## config.mk

```make
export PLATFORM = sky130hd
export DESIGN_NAME = d_mem_ctrl
export DESIGN_NICKNAME = d
export VERILOG_FILES = /design/src/rtl/d_mem_ctrl_pkg.sv /design/src/rtl/d_mem_ctrl_store_lane_rep.sv /design/src/rtl/d_mem_ctrl.sv
export SDC_FILE = /design/constraint.sdc
export NUM_CORES = 1
export LEC_CHECK = 0
export BUFFER_PORTS_ARGS = -buffer_cell sky130_fd_sc_hd__buf_2
export CORE_MARGIN = 2
export CORE_UTILIZATION = 30
export DETAILED_ROUTE_END_ITERATION = 12
export GPL_ROUTABILITY_DRIVEN = 0
export PLACE_DENSITY_LB_ADDON = 0.25
export SLEW_MARGIN = 10
export SYNTH_ARGS = -nofsm -noshare
export SYNTH_HDL_FRONTEND = slang
export SYNTH_SLANG_ARGS = --single-unit
```

## constraint.sdc

```tcl
create_clock -name clk -period 3.58 [get_ports clk]
set_input_delay 0.895 -clock clk [delete_from_list [all_inputs] [get_ports clk]]
set_output_delay 0.895 -clock clk [all_outputs]
set_load 0.05 [all_outputs]
```

## src/rtl/d_mem_ctrl_pkg.sv

```systemverilog
`default_nettype none
// ============================================================================
//  Module      : d_mem_ctrl_pkg
//  Description : Shared size codes and FSM state encoding for the MEM-stage
//                data-access controller and its helpers.
//  Revision    : 1.0 - initial release
// ============================================================================
package d_mem_ctrl_pkg;

    // Access size encodings carried on mem_sizeM / data_size
    localparam logic [1:0] SIZE_B = 2'd0;
    localparam logic [1:0] SIZE_H = 2'd1;
    localparam logic [1:0] SIZE_W = 2'd2;

    // Controller states
    typedef enum logic [1:0] {
        ST_IDLE = 2'd0,
        ST_REQ  = 2'd1,
        ST_WAIT = 2'd2,
        ST_DONE = 2'd3
    } state_e;

endpackage : d_mem_ctrl_pkg
`default_nettype wire

```

## src/rtl/d_mem_ctrl_store_lane_rep.sv

```systemverilog
`default_nettype none
// ============================================================================
//  Module      : store_lane_rep
//  Description : Replicates right-aligned store data across all byte lanes
//                according to the access size, so the bus slave can pick the
//                lane it needs from the low address bits.
//  Revision    : 1.0 - initial release
// ============================================================================
module store_lane_rep
    import d_mem_ctrl_pkg::*;
(
    input  logic [1:0]  size_i,
    input  logic [31:0] wdata_i,
    output logic [31:0] wdata_o
);

    // Lane replication by access size; word (and unused codes) pass through
    always_comb begin
        wdata_o = wdata_i;
        case (size_i)
            SIZE_B:  wdata_o = {4{wdata_i[7:0]}};
            SIZE_H:  wdata_o = {2{wdata_i[15:0]}};
            default: wdata_o = wdata_i;
        endcase
    end

endmodule : store_lane_rep
`default_nettype wire

```

## src/rtl/d_mem_ctrl.sv

```systemverilog
`default_nettype none
// ============================================================================
//  Module      : d_mem_ctrl
//  Description : MEM-stage data-access controller. Turns the MEM-stage
//                load/store into a req/addr_ok/data_ok bus transaction,
//                stalls the pipeline while it is in flight and holds the
//                loaded word until the instruction leaves MEM.
//  Revision    : 1.0 - initial release
// ============================================================================
module d_mem_ctrl
    import d_mem_ctrl_pkg::*;
#(
    parameter int ADDR_W = 32
) (
    input  logic              clk,
    input  logic              rst,
    input  logic              mem_read_enM,
    input  logic              mem_write_enM,
    input  logic [1:0]        mem_sizeM,
    input  logic [ADDR_W-1:0] mem_addrM,
    input  logic [31:0]       mem_wdataM,
    input  logic              ext_stall,
    output logic              data_req,
    output logic              data_wr,
    output logic [1:0]        data_size,
    output logic [ADDR_W-1:0] data_addr,
    output logic [31:0]       data_wdata,
    input  logic              data_addr_ok,
    input  logic              data_data_ok,
    input  logic [31:0]       data_rdata,
    output logic              d_cache_stall,
    output logic [31:0]       mem_rdataM
);

    state_e            state_q;
    state_e            state_d;
    logic              wr_q;
    logic [1:0]        size_q;
    logic [ADDR_W-1:0] addr_q;
    logic [31:0]       wdata_q;
    logic [31:0]       rdata_q;

    logic              w_access;
    logic              w_issue;
    logic [1:0]        w_size;
    logic [31:0]       w_wdata_raw;

    assign w_access = mem_read_enM | mem_write_enM;
    // A fresh request goes out straight from the MEM-stage inputs in IDLE,
    // so the best case costs no extra cycle for latching.
    assign w_issue  = (state_q == ST_IDLE) && w_access;

    assign data_wr     = w_issue ? mem_write_enM : wr_q;
    assign w_size      = w_issue ? mem_sizeM     : size_q;
    assign data_size   = w_size;
    assign data_addr   = w_issue ? mem_addrM     : addr_q;
    assign w_wdata_raw = w_issue ? mem_wdataM    : wdata_q;
    assign mem_rdataM  = rdata_q;

    store_lane_rep u_store_lane_rep (
        .size_i  (w_size),
        .wdata_i (w_wdata_raw),
        .wdata_o (data_wdata)
    );

    // State register
    always_ff @(posedge clk or posedge rst) begin
        if (rst) begin
            state_q <= ST_IDLE;
        end else begin
            state_q <= state_d;
        end
    end

    // Next-state, bus request and pipeline stall
    always_comb begin
        state_d       = state_q;
        data_req      = 1'b0;
        d_cache_stall = 1'b0;
        case (state_q)
            ST_IDLE: begin
                if (w_access) begin
                    data_req      = 1'b1;
                    d_cache_stall = 1'b1;
                    state_d       = data_addr_ok ? ST_WAIT : ST_REQ;
                end
            end
            ST_REQ: begin
                data_req      = 1'b1;
                d_cache_stall = 1'b1;
                if (data_addr_ok) begin
                    state_d = ST_WAIT;
                end
            end
            ST_WAIT: begin
                d_cache_stall = 1'b1;
                if (data_data_ok) begin
                    state_d = ST_DONE;
                end
            end
            ST_DONE: begin
                // Same instruction stays in MEM while frozen elsewhere; it is
                // never re-issued, so just wait for the pipeline to move.
                if (!ext_stall) begin
                    state_d = ST_IDLE;
                end
            end
            default: state_d = ST_IDLE;
        endcase
    end

    // Request fields latched at issue so REQ/WAIT see a stable transaction
    always_ff @(posedge clk or posedge rst) begin
        if (rst) begin
            wr_q    <= 1'b0;
            size_q  <= SIZE_B;
            addr_q  <= '0;
            wdata_q <= '0;
        end else if (w_issue) begin
            wr_q    <= mem_write_enM;
            size_q  <= mem_sizeM;
            addr_q  <= mem_addrM;
            wdata_q <= mem_wdataM;
        end
    end

    // Load data capture; held until the next load completes
    always_ff @(posedge clk or posedge rst) begin
        if (rst) begin
            rdata_q <= '0;
        end else if ((state_q == ST_WAIT) && data_data_ok && !wr_q) begin
            rdata_q <= data_rdata;
        end
    end

endmodule : d_mem_ctrl
`default_nettype wire

```

# Word-level counts from Yosys, hierarchy flattened
# Cells that the tools add are included.
[op_classes] n_eq_ne=8 n_mux=14 n_reduce_logical=8 bitwise=1
[ops] cell="$mux 32" n=2
[ops] cell="$pmux 32 s2" n=1
[ops] cell="$mux 2" n=6
[ops] cell="$ne 2x2->1 const B" n=4
[ops] cell="$pmux 2 s4" n=1
[ops] cell="$eq 2x1->1 const B" n=2
[ops] cell="$eq 2x2->1 const B" n=2
[ops] cell="$logic_not 2->1" n=2
[ops] cell="$pmux 1 s2" n=2
[ops] cell="$reduce_and 4->1" n=1
[ops] cell="$logic_and 1x1->1" n=3
[ops] cell="$mux 1" n=2
[ops] cell="$reduce_or 2->1" n=1
[ops] cell="$logic_not 1->1" n=1
[ops] cell="$or 1x1->1" n=1
[totals] elab_cells=37 ff_bits=101 inputBits=105 out_inout_bits=101

# Depth between registers and ports, before layout
# Gate-level depths: netlist of run 1.
[logic_depth] ltp_word=5 mapped_depth=8

# Hierarchy
# From an unflattened synthesis of run 1, not the netlist that was laid out.
[unflattened] hier_cells=288 hier_area_um2=4400.5
[by_module_without_submodules] module="d_mem_ctrl" cells_each=235 area_each_um2=3936.3 seq_area_each_um2=2527.4 instances=1
[by_module_without_submodules] module="store_lane_rep" cells_each=53 area_each_um2=464.2 seq_area_each_um2=0.0 instances=1

# Least setup slack after synthesis of run 1
# Ideal clock, no wire load.
[synth_path] path_kind="input port to output port" start="input port mem_read_enM" end="output port data_wdata[10]" setup_slack_ns=0.394 n_path_buf=2 cell_stages=4 t_arrival_ns=2.291 cell_sequence="o21ai_2 > buf_6 > buf_6 > mux2i_1"
[synth_between] elab_chain_cells=5 word_cells_on_any_way=7 cone_classes="1 x eq/ne; 3 x mux; 1 x bitwise; 2 x reduce/logical"
[synth_lines] element="start: declaration" line_no="d_mem_ctrl.sv:17" text="input logic mem_read_enM,"
[synth_lines] element="$or 1x1->1 (*)" line_no="d_mem_ctrl.sv:48" text="assign w_access = mem_read_enM | mem_write_enM;"
[synth_lines] element="$logic_and 1x1->1 (*)" line_no="d_mem_ctrl.sv:51" text="assign w_issue = (state_q == ST_IDLE) && w_access;"
[synth_lines] element="$mux 2"
[synth_lines] element="$eq 2x1->1 or $logic_not 2->1 (tied branches)" line_no="d_mem_ctrl_store_lane_rep.sv:20" text="case (size_i)"
[synth_lines] element="$pmux 32 s2 (*)" line_no="d_mem_ctrl_store_lane_rep.sv:20"
[synth_lines] element="end: declaration" line_no="d_mem_ctrl.sv:27" text="output logic [31:0] data_wdata,"
# Every way passes the cells marked *; elsewhere a longest branch is shown, timed or not.

# Worst setup path in the final report of run 1
[layout_path] start="register state_q[0]" end="output port data_wdata[7]"
[layout_between] elab_chain_cells=4
[layout_lines] element="start: declaration" line_no="d_mem_ctrl.sv:35" text="state_e state_q;"
[layout_lines] element="start signal: assignment" line_no="d_mem_ctrl.sv:71" text="state_q <= state_d;"
[layout_lines] element="$logic_not 2->1" line_no="d_mem_ctrl.sv:51"
[layout_lines] element="$logic_and 1x1->1" line_no="d_mem_ctrl.sv:51"
[layout_lines] element="$mux 32"
[layout_lines] element="$pmux 32 s2" line_no="d_mem_ctrl_store_lane_rep.sv:20"
# Every way passes these cells.

==> impl_results.md, run 1 <==
- Outcome: finished, final reports clean
- Post-synth net total: between 400 and 500
- Number of setup violations in the final report: 0
- Largest net degree at the start of global routing: between 50 and 60
- Critical register-to-register path endpoint: wdata_q[7]
- Flops & latches, synth: 101
- Part of the Yosys area used for sequential elements: roughly 48%
- ANT nets after route: 0
- CTS Root Cell: sky130_fd_sc_hd__clkbuf_16
- DRT Wirelength: between 10 and 15 mm
- Io pins: between 200 and 250
- Slew Viols, Final: 0
- Via count: roughly 3.6k
- Height of the chip: 136.7 um
- First-pass GRT wire length: about 19 mm
- Worst path max stage delay: 420 ps
- Congestion Overflow GR: 0
- Count of synthesis-stage warnings from yosys: 0
- Most used standard cell by instance count after synthesis: sky130_fd_sc_hd__dfrtp_1
- Cell with the largest stage delay on the worst path: sky130_fd_sc_hd__dfrtp_1
- Hold Crit Class: flop to flop
- Total number of clock tree sinks: 101
- Number of post-CTS setup repair buffers: 0
- Maximum number of buffers from clock root to sink: 2
- CP endpoint kind: output pin
- Fill count: between 1.5k and 2k
- Clock tree from TritonCTS: yes
- Average cell area after synthesis: around 14 um2
- Area leader, netlist: sky130_fd_sc_hd__dfrtp_1
- Area share of fa/ha/maj cells after synthesis: roughly 1.4%
- Worst setup path start: state_q[0]
- Worst slew margin: between 50% and 60%
- GR Util All Layers: about an eighth
- EDFF count, synth: 0
- Fin Setup TNS: 0 ps
- Post-CTS Resized: 0
- Area delta synth->final: 26.64%
- Worst reg2reg path startpoint: state_q[0]
- Gate count after technology mapping: between 300 and 400
- Residual DRC count: 0
- Post-synthesis share of cell area spent on and, or, nand and nor gates: around 3.8%
- Core footprint: 17,240 um2
- Fraction of synthesized cell area taken by the top area cell type: between 40% and 50%
- Number of hold-slack violations in the final timing report: 0
- Initial DRT Pass Iterations: 4
- Number of nets in the finished design: roughly 680
- Hold-critical path endpoint: addr_q[19]
- Cell count of the worst hold path: 1
- Family with the most delay on the worst path: buffers and inverters
- Most frequent cell on the critical path: sky130_fd_sc_hd__buf_12
- Antenna Cells: 0
- Routed length per instance: between 15 and 20 um
- WP data arrival: around 2300 ps
- Count of buffer and inverter cells on the critical path: 4
- Flop-to-flop setup slack: around 1700 ps
- Critical path cell sequence: inv_1 > ha_1 > o21ai_4 > buf_12 > buf_12 > mux2_4 > buf_2
- Worst Path Required: about 2700 ps
- TritonCTS buffer count: 9
- Fraction of the mapped netlist area in compound gates: 3.673%
- Post-synthesis xor/xnor area fraction: 0%
- Sum of net half-perimeters after detailed placement: 8.830 mm
- Deepest level of the CTS H-tree: 3
- Fraction of synthesized area in multiplexers: between 30% and 40%
- Origin of the worst min-delay path: addr_q[19]
- Vias per cell: roughly 4.5
- Fin crit share: around 89%
- Number of antenna violations at the first check in global routing: 0
- Standard-cell rows: 48
- Die width: 136.7 um
- Leading post-synthesis cells by cell area: sky130_fd_sc_hd__dfrtp_1, sky130_fd_sc_hd__mux2_4, sky130_fd_sc_hd__mux2i_1
- Worst-margin pin slew: 725.3 ps
- Ys async rst share: 100.0%
- F_max: approximately 310 MHz
- CTS Hold Bufs: 0
- Largest fanout on the critical path: 25
- RSZ-0062 raised after global routing: no
- Class of the most critical setup path: flop to output pin
- Clock-pin slew on the worst setup and hold paths: 70 ps
- First-iteration detailed-routing DRC count: about 140
- Commonest cells in the netlist: sky130_fd_sc_hd__dfrtp_1, sky130_fd_sc_hd__mux2_4, sky130_fd_sc_hd__mux2i_1, sky130_fd_sc_hd__mux2_2, sky130_fd_sc_hd__nand2_1
- Ratio of cells with drive above 1 in the final layout: just under 60%
- Top flip-flop cell by instance count after synthesis: sky130_fd_sc_hd__dfrtp_1
- Min Clock Period, post-route: 3190 ps
- Max capacitance violation total: 0
- Worst skew pair latency: between 300 and 400 ps
- Worst Reg-to-Reg Cells: 6
- Cell area after technology mapping: approximately 5300 um2
- Count of input and output buffers: just over 200
- Fin Clk Skew: approximately 7.0 ps
- Via count of the first global-routing pass: around 3.6k
- Combinational family with the most area after synthesis: multiplexers
- Die area: about 19,000 um2
- Worst setup SP type: flop
- Unique masters post-synth: 23
- Initial standard-cell utilization of the core: between 30% and 40%
## layout by cell type, fill, tap and decap left out, drive strengths merged, types with 2 or more instances in the layout
cell type,count
mux2i,52
o21ai,17
mux2,106
inv,8
a211oi,8
dfrtp,101
ha,6
a21oi,9
nand2b,3
nor2,2
clkinvlp,3
clkbuf,9
nand2,20
buf,213
nor2b,8
## final cells by class
class                           count  area (um2)  area share (%)
Sequential cell                   101        2527           37.80
Multi-Input combinational cell    234        2425           36.27
Timing Repair Buffer              213        1149           17.18
Tap cell                          225       281.5           4.210
Clock buffer                        9       225.2           3.368
Clock inverter                      7       57.56          0.8608
Inverter                            5       21.27          0.3181
## sequential cells by signal (all words and copies together), names as in the netlist
| register | count |
|---|---|
| state_q | 2 |
| wr_q | 1 |
| size_q | 2 |
| addr_q | 32 |
| mem_rdataM | 32 |
| wdata_q | 32 |
## worst max path at each step
stage	slack (ps)	to	cells after the start
CTS	360	data_wdata[4]	7
detailed placement	440	data_wdata[4]	6
finish	390	data_wdata[7]	7
global placement	460	data_wdata[7]	6
global route	240	data_wdata[23]	8
floorplan	40	addr_q[0]	1
## kinds of logic (layout without fill, tap and decap cells)
| family | count (synthesis) | count (layout) |
|---|---|---|
| and+or+nand+nor | 36 | 36 |
| buffers and inverters | 36 | 234 |
| AOI/OAI and AO/OA | 34 | 34 |
| muxes | 158 | 158 |
| adders and majority gates | 6 | 6 |
| DFF | 101 | 101 |
## stage by stage
stage / util (%) / hold WS, ps / std cells / worst slack, ps / cell area, um2
5_1_grt: 38.79 / 503.9 / 794 / 237.4 / 6686
6_report: 38.79 / 492.8 / 794 / 390.3 / 6686
3_3_place_gp: 37.15 / 473.6 / 778 / 462.6 / 6404
4_1_cts: 38.79 / 495.0 / 794 / 363.5 / 6686
3_5_place_dp: 37.15 / 475.1 / 778 / 438.7 / 6404
2_1_floorplan: - / 479.2 / 371 / 37.87 / 5280
## routing by layer
layer / share of wire [%] / wire length [um] / track usage, % / vias to the layer above
met5: 0 / 0 / 0 / -
met4: 2.0 / 249 / 5.787 / 0
met3: 5.8 / 710 / 2.444 / 17
met2: 47 / 5819 / 20.69 / 122
met1: 45 / 5488 / 16.91 / 1749
li1: - / - / - / 1691
Power of run 1 is not shown: default switching activity piles up to over one toggle a cycle in this logic, so the estimate is an artifact.
==> run 2: changes to the inputs <==
--- a/config.mk
+++ b/config.mk
@@ -6,6 +6,8 @@
 export NUM_CORES = 1
 export LEC_CHECK = 0
 export BUFFER_PORTS_ARGS = -buffer_cell sky130_fd_sc_hd__buf_2
+export CELL_PAD_IN_SITES_DETAIL_PLACEMENT = 1
+export CELL_PAD_IN_SITES_GLOBAL_PLACEMENT = 1
 export CORE_MARGIN = 2
 export CORE_UTILIZATION = 30
 export DETAILED_ROUTE_END_ITERATION = 12
==> constraint.sdc (replaced) <==
create_clock -name clk -period 3.6 [get_ports clk]
set_input_delay 0.54 -clock clk [delete_from_list [all_inputs] [get_ports clk]]
set_output_delay 0.54 -clock clk [all_outputs]
set_load 0.05 [all_outputs]
==> run 2 against run 1 <==
Effect of this change: non-clock buffer count shrank 3; utilization down 0.22 points; clock skew about the same; setup slack better by 440 ps; first-iteration DRC count shrank 45%; largest cell class unchanged.
==> impl_results.md, run 2 (same netlist as run 1, synthesis figures left out) <==
- Outcome: finished, final reports clean (unchanged)
- Worst Path Required: 3060 ps (was 2680 ps)
- Maximum number of buffers from clock root to sink: 2 (unchanged)
- DRT Wirelength: 13.37 mm (was 12.27 mm)
- RSZ-0062 raised after global routing: no (unchanged)
- Number of setup violations in the final report: 0 (unchanged)
- TritonCTS buffer count: 9 (unchanged)
- Most used routing layer in global routing: met2 (unchanged)
- Count of input and output buffers: 205 (unchanged)
- Number of nets in the finished design: 672 (was 675)
- Congestion Overflow GR: 0 (unchanged)
- Class of the most critical setup path: flop to output pin (unchanged)
- Met3 usage: 2.815% (was 2.444%)
- Residual DRC count: 0 (unchanged)
- Global routing usage on met2: 25.22% (was 20.69%)
- Fin Clk Skew: 6.919 ps (was 7.034 ps)
- Fin Setup TNS: 0 ps (unchanged)
- Clock-pin slew on the worst setup and hold paths: 80 ps (was 70 ps)
- Area of all placed cells without fillers: 6649 um2 (was 6686 um2)
- Placed cell area: 6344 um2 (was 6404 um2)
- Hold Crit Class: input pin to flop (was flop to flop)
- Global-route track usage on met1: 17.01% (was 16.91%)
- Max capacitance violation total: 0 (unchanged)
- Area delta synth->final: 25.92% (was 26.64%)
- GR Util All Layers: 14.21% (was 12.91%)
- Area of combinational cells with multiple inputs: 2425 um2 (unchanged)
- First-iteration detailed-routing DRC count: 75 (was 137)
- Io pins: 206 (unchanged)
- Hold Slack: 414.2 ps (was 492.8 ps)
- Slew Viols, Final: 0 (unchanged)
- Worst skew pair latency: 340 ps (was 350 ps)
- Worst setup path start: state_q[0] (unchanged)
- WP data arrival: 2230 ps (was 2290 ps)
- Core footprint: 17,240 um2 (unchanged)
- Vias per cell: 4.602 (was 4.508)
- Largest net degree at the start of global routing: 82 (was 55)
- Die width: 136.7 um (unchanged)
- Initial standard-cell utilization of the core: 30.63% (unchanged)
- Clock tree from TritonCTS: yes (unchanged)
- Via count: 3,640 (was 3,579)
- Worst slew margin: 32.74% (was 51.65%)
- Ratio of cells with drive above 1 in the final layout: 59.36% (was 59.58%)
- Fill count: 1,900 (was 1,703)
- Standard-cell rows: 48 (unchanged)
- Die area: 18,680 um2 (unchanged)
- Post-CTS Resized: 0 (unchanged)
- CP endpoint kind: output pin (unchanged)
- Height of the chip: 136.7 um (unchanged)
- Number of antenna violations at the first check in global routing: 0 (unchanged)
- Final Worst Setup Slack: 825.4 ps (was 390.3 ps)
- Most common cell after layout, fill and taps aside: sky130_fd_sc_hd__buf_2 (unchanged)
- Worst-margin pin slew: 1009 ps (was 725.3 ps)
- Number of hold-slack violations in the final timing report: 0 (unchanged)
- Origin of the worst min-delay path: data_rdata[19] (was addr_q[19])
- Min Clock Period, post-route: 2775 ps
- Sequential cell area: 2527 um2 (unchanged)
- Largest fanout on the critical path: 55 (was 25)
- CTS Hold Bufs: 0 (unchanged)
- ANT nets after route: 0 (unchanged)
- CTS Root Cell: sky130_fd_sc_hd__clkbuf_16 (unchanged)
- Deepest level of the CTS H-tree: 3 (unchanged)
- Fin crit share: 77.07%
- Number of post-CTS setup repair buffers: 0 (unchanged)
- Sum of net half-perimeters after detailed placement: 9.773 mm (was 8.830 mm)
- Via count of the first global-routing pass: 3,959 (was 3,589)
- First-pass GRT wire length: 20.71 mm (was 18.63 mm)
- Worst setup SP type: flop (unchanged)
- Antenna Cells: 0 (unchanged)
- Worst setup slack after placement: 1137 ps (was 438.7 ps)
- Worst reg2reg path startpoint: state_q[0] (unchanged)
- F_max: between 300 and 400 MHz
- Total number of clock tree sinks: 101 (unchanged)
- Most frequent cells in the layout: sky130_fd_sc_hd__buf_2, sky130_fd_sc_hd__dfrtp_1, sky130_fd_sc_hd__mux2_4 (unchanged)
- Initial DRT Pass Iterations: 4 (unchanged)
- Routed length per instance: 16.91 um (was 15.45 um)
[run 2: cell count changes in the layout (fill, tap and decap cells not counted), sizes merged]
cell,delta
buf,-3
clkinvlp,-2
inv,+1
bufinv,+1
[run 2: final cells by class]
type	instances	share of cell area, %
clock buffers	9	3.387
clock inverters	7	1.204
inverters	5	0.3199
multi-input cells	234	36.47
flip-flops and latches	101	38.01
repair buffers	210	16.37
well taps	225	4.234
[run 2: metrics by stage]
step                      std cells  util (%)
final                           791     38.57
after global routing            791     38.57
after CTS                       791     38.57
after detailed placement        775     36.80
after global placement          775     36.80
after floorplan                 371         -
[run 2: critical path: stages, from the launching register on]
cell                       delay, ps
sky130_fd_sc_hd__dfrtp_1         410
sky130_fd_sc_hd__inv_1           110
sky130_fd_sc_hd__ha_1            270
sky130_fd_sc_hd__o21ai_4         110
sky130_fd_sc_hd__buf_12          380
sky130_fd_sc_hd__a211oi_1        100
sky130_fd_sc_hd__a21oi_1         190
sky130_fd_sc_hd__buf_2           290
[run 2: final timing paths]
| check | end | slack, ps | depth (start not counted) |
|---|---|---|---|
| hold / removal | mem_rdataM[19] | 410 | 2 |
| setup / recovery | data_wdata[20] | 830 | 7 |
| max in group asynchronous | wdata_q[8] | 2400 | 3 |
| min in group asynchronous | mem_rdataM[8] | 430 | 2 |
| hold reg to reg | mem_rdataM[19] | 490 | 1 |
| setup reg to reg | mem_rdataM[19] | 1790 | 4 |
[run 2: layer usage]
layer	part of all wire, %	wire (um)	up-vias
li1	-	-	1683
met1	40	5321	1837
met2	54	7169	106
met3	4.9	657	14
met4	1.7	223	0
met5	0	0	-
Power of run 2 is left out for the same reason.
==> run 3: changes to the inputs <==
==> constraint.sdc (replaced) <==
create_clock -name clk -period 2.9 [get_ports clk]
set_input_delay 0.435 -clock clk [delete_from_list [all_inputs] [get_ports clk]]
set_output_delay 0.435 -clock clk [all_outputs]
set_load 0.05 [all_outputs]
==> run 3 against run 2 <==
Effect of this change: die area did not move; first-iteration DRC count rose by 16%; sequential cell count unchanged; largest cell class unchanged; via count down 0.66%; sequential share of layout area down 0.36 points; global-route usage rose by 0.32 points; count of clock-buffer cells in the layout up 2; design area increased by 0.96%; setup slack worse by 640 ps; critical path depth decreased by 1; cell count rose by 0.51%; routed wire length rose by 2.7%.
==> impl_results.md, run 3 (same netlist as run 1, synthesis figures left out) <==
- Worst slew margin: 57.69% (was 32.74%)
- CTS Hold Bufs: 0 (unchanged)
- CTS Root Cell: sky130_fd_sc_hd__clkbuf_16 (unchanged)
- Most common cell after layout, fill and taps aside: sky130_fd_sc_hd__buf_2 (unchanged)
- Routed length per instance: 17.27 um (was 16.91 um)
- Highest metal used: met4 (unchanged)
- Initial standard-cell utilization of the core: 30.63% (unchanged)
- GR Util All Layers: 14.54% (was 14.21%)
- WP data arrival: 2280 ps (was 2230 ps)
- Fin Setup TNS: 0 ps (unchanged)
- Via count: 3,616 (was 3,640)
- Congestion Overflow GR: 0 (unchanged)
- Clock tree from TritonCTS: yes (unchanged)
- Cell with the largest stage delay on the worst path: sky130_fd_sc_hd__dfrtp_1 (unchanged)
- Total number of clock tree sinks: 101 (unchanged)
- Die width: 136.7 um (unchanged)
- Deepest level of the CTS H-tree: 3 (unchanged)
- Io pins: 206 (unchanged)
- ANT nets after route: 0 (unchanged)
- Routed length on met2: 7.060 mm (was 7.169 mm)
- Worst Path Required: 2470 ps (was 3060 ps)
- Class of the most critical setup path: flop to output pin (unchanged)
- Ratio of cells with drive above 1 in the final layout: 59.58% (was 59.36%)
- Total met3 wirelength after detailed routing: 732 um (was 657 um)
- Fill count: 1,887 (was 1,900)
- Clock-pin slew on the worst setup and hold paths: 70 ps (was 80 ps)
- Critical path cell sequence: inv_1 > ha_1 > o21ai_4 > buf_4 > mux2_2 > buf_2 (was inv_1 > ha_1 > o21ai_4 > buf_12 > a211oi_1 > a21oi_1 > buf_2)
- Worst-margin pin slew: 634.7 ps (was 1009 ps)
- Residual DRC count: 0 (unchanged)
- Number of post-CTS setup repair buffers: 0 (unchanged)
- Initial DRT Pass Iterations: 4 (unchanged)
- Most frequent cells in the layout: sky130_fd_sc_hd__buf_2, sky130_fd_sc_hd__dfrtp_1, sky130_fd_sc_hd__mux2_4 (unchanged)
- Utilization after layout: 38.94% (was 38.57%)
- Die area: 18,680 um2 (unchanged)
- Largest fanout on the critical path: 21 (was 55)
- Hold Crit Class: input pin to async pin (was input pin to flop)
- Worst skew pair latency: 350 ps (was 340 ps)
- Number of nets in the finished design: 675 (was 672)
- Sum of net half-perimeters after detailed placement: 9.941 mm (was 9.773 mm)
- Number of antenna violations at the first check in global routing: 0 (unchanged)
- Min Clock Period, post-route: 2716 ps
- Fin crit share: between 90% and 100%
- Vias per cell: 4.548 (was 4.602)
- Slew Viols, Final: 0 (unchanged)
- Flop-to-flop setup slack: 1060 ps (was 1790 ps)
- Largest net degree at the start of global routing: 102 (was 82)
- Height of the chip: 136.7 um (unchanged)
- Number of setup violations in the final report: 0 (unchanged)
- Worst path max stage delay: 410 ps (about the same)
- Maximum number of buffers from clock root to sink: 2 (unchanged)
- Post-CTS Resized: 0 (unchanged)
- CP endpoint kind: output pin (unchanged)
- Via count of the first global-routing pass: 3,945 (was 3,959)
- Area delta synth->final: 27.13% (was 25.92%)
- Max capacitance violation total: 0 (unchanged)
- F_max: 368.2 MHz
- First-pass GRT wire length: 21.16 mm (was 20.71 mm)
- RSZ-0062 raised after global routing: no (unchanged)
- Number of hold-slack violations in the final timing report: 0 (unchanged)
- DRT Wirelength: 13.73 mm (was 13.37 mm)
- Outcome: finished, final reports clean (unchanged)
- Standard-cell rows: 48 (unchanged)
- Worst setup SP type: flop (unchanged)
- Met1 wire length: 5.734 mm (was 5.321 mm)
- Core footprint: 17,240 um2 (unchanged)
- Count of input and output buffers: 205 (unchanged)
- TritonCTS buffer count: 9 (unchanged)
- Fin Clk Skew: 5.929 ps (was 6.919 ps)
- First-iteration detailed-routing DRC count: 87 (was 75)
## run 3: cell count changes in the layout (fill, tap and decap cells not counted)
| cell | change |
|---|---|
| sky130_fd_sc_hd__inv_4 | -1 |
| sky130_fd_sc_hd__inv_8 | -1 |
| sky130_fd_sc_hd__clkinv_4 | +2 |
| sky130_fd_sc_hd__inv_6 | -1 |
| sky130_fd_sc_hd__buf_12 | +2 |
| sky130_fd_sc_hd__clkinv_2 | -1 |
| sky130_fd_sc_hd__buf_4 | +1 |
| sky130_fd_sc_hd__clkbuf_8 | +2 |
| sky130_fd_sc_hd__diode_2 | +1 |
## run 3: per-layer routing
metal / global-route usage, % / vias to the layer above
met4: 4.514 / 0
met1: 17.63 / 1805
li1: - / 1689
met2: 25.42 / 107
met3: 3.481 / 15
met5: 0 / -
## run 3: final cells by class
class | count | area, um2 | share of cell area (%)
tap | 225 | 281.5 | 4.194
clock buffer | 11 | 252.7 | 3.765
multi-input combinational | 234 | 2425 | 36.12
sequential | 101 | 2527 | 37.65
antenna | 1 | 2.502 | 0.03728
timing repair buffer | 213 | 1136 | 16.92
clock inverter | 5 | 65.06 | 0.9692
inverter | 5 | 22.52 | 0.3355
## run 3: critical path, delay by kind of cell (launching register included)
kind	cells	cell delay, ps
buf+inv	3	690
flops	1	410
mux	1	390
fa+ha+maj	1	270
compound gates	1	150
## run 3: path summary, 6_finish.rpt
kind | from | cells past startpoint | end
worst max-delay path | state_q[0] | 6 | data_addr[7]
worst min-delay path | rst | 3 | mem_rdataM[21]
worst max register to register | state_q[0] | 5 | addr_q[7]
worst min register to register | addr_q[28] | 1 | addr_q[28]
max in group asynchronous | rst | 3 | wdata_q[18]
min in group clk | data_rdata[19] | 2 | mem_rdataM[19]
## run 3: through the flow
step	std cells	setup WS [ps]	area [um2]	hold WS, ps
after floorplan	371	454.6	5284	479.2
after global placement	778	636.5	6392	473.5
after detailed placement	778	554.6	6392	476.8
after CTS	794	146.6	6710	282.7
after global routing	794	42.84	6710	298.4
final	795	184.0	6713	235.5
Power of run 3 is left out for the same reason.
